## src/rtl/mmu_pkg.sv

```systemverilog
// Shared MMU types and constants used by the page-table walker and its bench.
package mmu_pkg;

    localparam int PAGE_SHIFT       = 12;
    localparam int PTE_BYTES        = 8;
    localparam int PTE_VALID_BIT    = 0;
    localparam int IDX_WIDTH        = 12;
    localparam int WALK_COUNT_WIDTH = 16;

    typedef enum logic [2:0] {
        IDLE,
        L1_REQ,
        L1_WAIT,
        L2_REQ,
        L2_WAIT,
        RESP,
        DRAIN
    } ptw_state_e;

    // Layout for the default 64-bit PTE with a 24-bit PPN.
    typedef struct packed {
        logic [27:0] rsvd;
        logic [23:0] ppn;
        logic [10:0] flags;
        logic        valid;
    } pte_t;

endpackage

```

## src/rtl/page_table_walker.sv

```systemverilog
// Two-level hardware page-table walker refilling the upstream TLB through a
// single-outstanding PTE read port.
module page_table_walker
    import mmu_pkg::*;
#(
    parameter int VPN_WIDTH  = 24,
    parameter int PPN_WIDTH  = 24,
    parameter int ADDR_WIDTH = 48,
    parameter int PTE_WIDTH  = 64
) (
    input  logic                        clk,
    input  logic                        rst_n,
    input  logic [ADDR_WIDTH-1:0]       ptbr,
    input  logic                        miss_valid,
    output logic                        miss_ready,
    input  logic [VPN_WIDTH-1:0]        miss_vpn,
    output logic                        mem_req_valid,
    input  logic                        mem_req_ready,
    output logic [ADDR_WIDTH-1:0]       mem_req_addr,
    input  logic                        mem_rsp_valid,
    input  logic [PTE_WIDTH-1:0]        mem_rsp_data,
    output logic                        refill_valid,
    input  logic                        refill_ready,
    output logic [VPN_WIDTH-1:0]        refill_vpn,
    output logic [PPN_WIDTH-1:0]        refill_ppn,
    output logic                        refill_fault,
    input  logic                        flush,
    output logic [WALK_COUNT_WIDTH-1:0] walk_count
);

    localparam int PTE_SHIFT = $clog2(PTE_BYTES);

    ptw_state_e                  state_q, state_d;
    logic [VPN_WIDTH-1:0]        vpn_q, vpn_d;
    logic [PPN_WIDTH-1:0]        ppn_q, ppn_d;
    logic                        fault_q, fault_d;
    logic [ADDR_WIDTH-1:0]       req_addr_q, req_addr_d;
    logic [WALK_COUNT_WIDTH-1:0] walk_count_q, walk_count_d;

    logic [IDX_WIDTH-1:0]  idx1;
    logic [IDX_WIDTH-1:0]  idx0;
    logic [ADDR_WIDTH-1:0] l1_addr;
    logic [ADDR_WIDTH-1:0] l2_addr;
    logic                  pte_valid;
    logic [PPN_WIDTH-1:0]  pte_ppn;
    logic                  miss_take;
    logic                  rsp_take;
    logic                  unused_rsp_bits;

    // Level-1 index comes straight from the incoming miss; level-2 index from the held VPN.
    assign idx1 = miss_vpn[2*IDX_WIDTH-1:IDX_WIDTH];
    assign idx0 = vpn_q[IDX_WIDTH-1:0];

    assign pte_valid = mem_rsp_data[PTE_VALID_BIT];
    assign pte_ppn   = mem_rsp_data[PPN_WIDTH+PAGE_SHIFT-1:PAGE_SHIFT];

    assign unused_rsp_bits = ^{mem_rsp_data[PTE_WIDTH-1:PPN_WIDTH+PAGE_SHIFT],
                               mem_rsp_data[PAGE_SHIFT-1:PTE_VALID_BIT+1]};

    // Sums wrap silently at ADDR_WIDTH.
    assign l1_addr = ptbr + (ADDR_WIDTH'(idx1) << PTE_SHIFT);
    assign l2_addr = (ADDR_WIDTH'(pte_ppn) << PAGE_SHIFT) + (ADDR_WIDTH'(idx0) << PTE_SHIFT);

    // flush outranks every handshake that could advance the walk.
    assign miss_take = miss_valid && !flush;
    assign rsp_take  = mem_rsp_valid && !flush;

    // NOTE: rst_n is sampled only at the clock edge, so it is timed like any other data input.
    always_ff @(posedge clk) begin
        if (!rst_n) begin
            state_q <= IDLE;
        end else begin
            // NOTE: flops always take <= so every register sees pre-edge values of the others.
            state_q <= state_d;
        end
    end

    always_comb begin
        // NOTE: assigning a default before the case keeps this block free of latches.
        state_d = state_q;
        unique case (state_q)
            IDLE: begin
                if (miss_take) state_d = L1_REQ;
            end
            L1_REQ: begin
                if (flush)              state_d = IDLE;
                else if (mem_req_ready) state_d = L1_WAIT;
            end
            L1_WAIT: begin
                if (flush)         state_d = DRAIN;
                else if (rsp_take) state_d = pte_valid ? L2_REQ : RESP;
            end
            L2_REQ: begin
                if (flush)              state_d = IDLE;
                else if (mem_req_ready) state_d = L2_WAIT;
            end
            L2_WAIT: begin
                if (flush)         state_d = DRAIN;
                else if (rsp_take) state_d = RESP;
            end
            RESP: begin
                if (flush || refill_ready) state_d = IDLE;
            end
            DRAIN: begin
                if (mem_rsp_valid) state_d = IDLE;
            end
            default: state_d = IDLE;
        endcase
    end

    always_comb begin
        miss_ready    = 1'b0;
        mem_req_valid = 1'b0;
        refill_valid  = 1'b0;
        unique case (state_q)
            IDLE:           miss_ready    = 1'b1;
            L1_REQ, L2_REQ: mem_req_valid = 1'b1;
            RESP:           refill_valid  = 1'b1;
            default: ;
        endcase
    end

    always_comb begin
        vpn_d        = vpn_q;
        ppn_d        = ppn_q;
        fault_d      = fault_q;
        req_addr_d   = req_addr_q;
        walk_count_d = walk_count_q;
        unique case (state_q)
            IDLE: begin
                if (miss_take) begin
                    vpn_d      = miss_vpn;
                    ppn_d      = '0;
                    fault_d    = 1'b0;
                    req_addr_d = l1_addr;
                end
            end
            L1_WAIT: begin
                if (rsp_take) begin
                    if (pte_valid) begin
                        ppn_d      = pte_ppn;
                        req_addr_d = l2_addr;
                    end else begin
                        ppn_d   = '0;
                        fault_d = 1'b1;
                    end
                end
            end
            L2_WAIT: begin
                if (rsp_take) begin
                    ppn_d   = pte_valid ? pte_ppn : '0;
                    fault_d = !pte_valid;
                end
            end
            RESP: begin
                if (!flush && refill_ready) walk_count_d = walk_count_q + 1'b1;
            end
            default: ;
        endcase
    end

    always_ff @(posedge clk) begin
        if (!rst_n) begin
            vpn_q        <= '0;
            ppn_q        <= '0;
            fault_q      <= 1'b0;
            req_addr_q   <= '0;
            walk_count_q <= '0;
        end else begin
            vpn_q        <= vpn_d;
            ppn_q        <= ppn_d;
            fault_q      <= fault_d;
            req_addr_q   <= req_addr_d;
            walk_count_q <= walk_count_d;
        end
    end

    assign mem_req_addr = req_addr_q;
    assign refill_vpn   = vpn_q;
    assign refill_ppn   = ppn_q;
    assign refill_fault = fault_q;
    assign walk_count   = walk_count_q;

endmodule

```

## config.mk

```make
export PLATFORM = sky130hd
export DESIGN_NAME = page_table_walker
export DESIGN_NICKNAME = d
export VERILOG_FILES = /design/src/rtl/mmu_pkg.sv /design/src/rtl/page_table_walker.sv
export SDC_FILE = /design/constraint.sdc
export NUM_CORES = 1
export LEC_CHECK = 0
export CAP_MARGIN = 0
export CORE_UTILIZATION = 42
export DETAILED_ROUTE_END_ITERATION = 8
export GPL_TIMING_DRIVEN = 0
export PLACE_DENSITY = 0.83
export RECOVER_POWER = 50
export SLEW_MARGIN = 40
export SYNTH_ARGS = -nofsm -noshare
export SYNTH_HDL_FRONTEND = slang
export SYNTH_SLANG_ARGS = --single-unit
```

## constraint.sdc

```tcl
create_clock -name clk -period 3 [get_ports clk]
set_input_delay 0.3 -clock clk [delete_from_list [all_inputs] [get_ports clk]]
set_output_delay 0.3 -clock clk [all_outputs]
set_load 0.05 [all_outputs]
```

==> flow_summary.yaml <==
run_status:
  outcome: "complete, no violations"
placed_design:
  gpl.final_weighted_congestion: 0.930
  hpwlAfterDp_um: 17400
  place.port_buffers: 217
  dp_worst_setup_slack_ns: -0.556
yosys:
  synthesis.area_um2: 6530
  yosys.area_share.adder: 0.0368
  synth_mux_area_frac: 0.00805
  synth-warning-count: 0
  synth.net_count: 974
  synth_cell_type_count: 63
  syn_area_per_cell_um2: 8.03
  post_synth_xor_area_fraction: 0.0671
  synthesis.instances: 813
  ys.flop_type: "dfxtp_1"
  synth_compound_area_frac: 0.228
  synth_enable_flop_cells: 0
  yosys.area_share.simple: 0.268
  synth_sequential_area_ratio: 0.356
  largest_family_of_logic_cells_by_synthesized_area: "simple AND/OR/NAND/NOR gates"
  yosys_register_bits: 116
  async_reset_ff_frac: 0
clock_network:
  clk_pin_slew_worst_paths_ns: 0.06
  hold_fix_buffers_at_cts: 0
  clock_sink_count: 116
  clockRootBuffer: "clkbuf_16"
  numCtsBuffers: 17
  clock_h_tree_levels: 4
  tritoncts: "built"
  cts_buffer_depth: 2
  clk-insertion-delay-late_ns: 0.42
detailed_routing:
  drtPass1Iterations: 5
  routed_via_density: 5.72
  number_of_drc_markers_after_the_initial_detailed_route_iteration: 515
  avgRoutedWirePerCell_um: 18.1
  detail_route.drc_violations: 0
  num_vias: 7165
  route.final.wire_length_um: 22700
  antenna_violating_nets_post_route: 0
critical_path:
  reg2reg_setup_slack_ns: 0.23
  timing.critical_path.required_ns: 3.36
  worst-path-max-fanout: 6
  worstPathCellList: "clkdlybuf4s50_1 > ha_1 > a21oi_1 > o21ai_0 > a2111oi_4 > buf_4 > or4_1 > buf_2 > or4_1 > nand3_1"
  crit_path_max_incr_delay_ns: 0.52
  cpMaxStageDelayCell: "or4_1"
  critPathMostFrequentCell: "or4_1"
  worst_setup_path_end_kind: "flip-flop"
  crit_path_start_kind: "input port"
  arrival_ns: 3.21
  worstSetupPathType: "in -> reg"
final_layout:
  num-fill-cells: 1322
  number_of_nets_in_the_finished_design: 1212
  number_of_diodes_added_for_antenna_fixing: 0
  area_growth_syn_to_layout_pct: 46.2
  final_util: 0.628
  final_layout_size_suffix_gt1_frac: 0.0517
floorplan:
  design.portCount: 259
  die_w_um: 127
  die-area_um2: 16000
  floorplan.rows: 45
  fp.coreArea_um2: 15200
  floorplan.initialDensity: 0.429
  die_height_um: 127
job:
  max_cap_violations: 0
power_and_ir_drop:
  max_rail_drop_vdd_mv: 0.475
  power_density_nw_per_um2: 474
  leakage_power_nw: 3.71
timing:
  hold_violations: 0
  hold_ws_ns: 0.276
  slew_viol_final: 0
  clock-skew-final_ns: 0.00610
  totalNegativeSetupSlack_ns: 0
  worst_margin_pin_slew_ns: 0.986
  worst_slack_ns: 0.156
  unrepaired_setup_endpoints_after_global_routing: "no"
  timing.fmax_mhz: 352
  timing.final.setup_violations: 0
  final_period_minus_worst_setup_slack_ns: 2.84
  max_slew_headroom_at_the_worst_pin: 0.341
  post-route-period-util: 0.948
global_routing:
  antenna_found_initial: 0
  grt_pass1_wl_um: 34900
  globalRouteOverflowTotal: 0
  grt_start_max_net_pins: 17
  grt.total_usage: 0.279
  grt_pass1_vias: 6682
hold_path:
  hold_path.class: "in -> reg"
## critical path, delay by kind of cell
kind	cells	cell delay [ns]
and+or+nand+nor	3	0.98
AOI/OAI and AO/OA	3	0.70
buffers and inverters	3	0.82
adders and majority gates	1	0.39
## per-stage QoR
step	instances	cell area, um^2	power [mW]
floorplan	813	6530	2.21
global placement	1218	8940	2.62
detailed placement	1218	8950	2.63
CTS	1250	9520	4.54
global route	1252	9540	4.67
finish	1252	9540	4.52
## flip-flops by register name, summed over array words and instances (netlist names)
| name | cells |
|---|---|
| mem_req_addr | 48 |
| refill_vpn | 24 |
| state_q | 3 |
| refill_ppn | 24 |
| refill_fault | 1 |
| walk_count | 16 |
## where the power goes
| group | internal (mW) | leakage (nW) | switching, mW | total (mW) |
|---|---|---|---|---|
| clock | 1.13 | 0.262 | 0.792 | 1.92 |
| combinational | 0.364 | 2.51 | 0.598 | 0.962 |
| sequential | 1.60 | 0.944 | 0.0365 | 1.64 |
| total | 3.10 | 3.71 | 1.43 | 4.52 |
## cells in the mapped netlist, types with 4 or more instances
| master | number | share of area |
|---|---|---|
| or3_1 | 9 | 0.0086 |
| o21a_1 | 6 | 0.0069 |
| o211a_1 | 7 | 0.011 |
| and4_1 | 4 | 0.0054 |
| a21oi_1 | 26 | 0.020 |
| a21boi_0 | 55 | 0.063 |
| and3_1 | 8 | 0.0077 |
| or4_1 | 7 | 0.0080 |
| and2_1 | 19 | 0.018 |
| xor2_1 | 13 | 0.017 |
| o21ai_0 | 25 | 0.019 |
| nor4_1 | 14 | 0.013 |
| nor3_1 | 17 | 0.013 |
| clkbuf_1 | 48 | 0.028 |
| a211o_1 | 5 | 0.0067 |
| o221ai_1 | 13 | 0.017 |
| xnor2_1 | 37 | 0.050 |
| o31ai_1 | 8 | 0.0092 |
| o211ai_1 | 10 | 0.011 |
| nor3b_1 | 5 | 0.0057 |
| a31oi_1 | 14 | 0.013 |
| nor2b_1 | 12 | 0.011 |
| nor2_1 | 27 | 0.016 |
| ha_1 | 16 | 0.031 |
| dfxtp_1 | 116 | 0.36 |
| nand3_1 | 60 | 0.046 |
| a21o_1 | 5 | 0.0057 |
| inv_1 | 11 | 0.0063 |
| nand4_1 | 12 | 0.011 |
| nand2_1 | 146 | 0.084 |
| o311ai_0 | 5 | 0.0067 |
## path summary, 6_finish.rpt
path                    startpoint          endpoint  depth (start not counted)
setup / recovery      miss_vpn[18]  mem_req_addr[46]                         10
hold / removal    mem_rsp_data[23]    refill_ppn[11]                          3
setup reg to reg     refill_vpn[9]  mem_req_addr[34]                          9
hold reg to reg   mem_req_addr[39]  mem_req_addr[39]                          2
## cells in the final DEF, fill, tap and decap left out, types with 8 or more instances in the layout
cell type / n
a21boi_0: 55
a21oi_1: 25
a31oi_1: 14
and2_1: 17
and3_1: 8
clkbuf_1: 45
clkbuf_16: 17
clkdlybuf4s50_1: 111
dfxtp_1: 116
dlygate4sd3_1: 106
ha_1: 16
inv_1: 11
nand2_1: 146
nand3_1: 60
nand4_1: 12
nor2_1: 27
nor2b_1: 12
nor3_1: 17
nor4_1: 13
o211ai_1: 10
o21ai_0: 24
o221ai_1: 13
o31ai_1: 8
or3_1: 9
xnor2_1: 37
xor2_1: 13
## routing by layer
| layer | vias to the layer above | global-route usage | share of wire |
|---|---|---|---|
| met2 | 329 | 0.453 | 0.46 |
| li1 | 3435 | - | - |
| met1 | 3346 | 0.349 | 0.42 |
| met4 | 0 | 0.127 | 0.031 |
| met3 | 55 | 0.0675 | 0.093 |
| met5 | - | 0 | 0 |
## timing repair
item,in CTS,in global routing
setup buffers,0,1
resized for setup,2,7
pin swaps,0,1
cloned,0,0
setup endpoints to repair,1,16
## area by class of cell
cell class,count,area [um^2],share of cell area
buffer,51,199,0.0208
clock buffer,20,467,0.0489
clock inverter,12,95.1,0.00996
inverter,11,41.3,0.00433
multi-input combinational,635,4000,0.419
sequential,116,2320,0.243
tap,188,235,0.0246
timing repair buffer,219,2190,0.229
## cells by family after synthesis
family	after synthesis
adder cells (fa/ha/maj)	18
flip-flops	116
AO/OA/AOI/OAI	208
buffers and inverters	62
XOR/XNOR	50
multiplexers	5
AND/OR/NAND/NOR	354
Note: power is estimated with default switching activity, not from simulation.
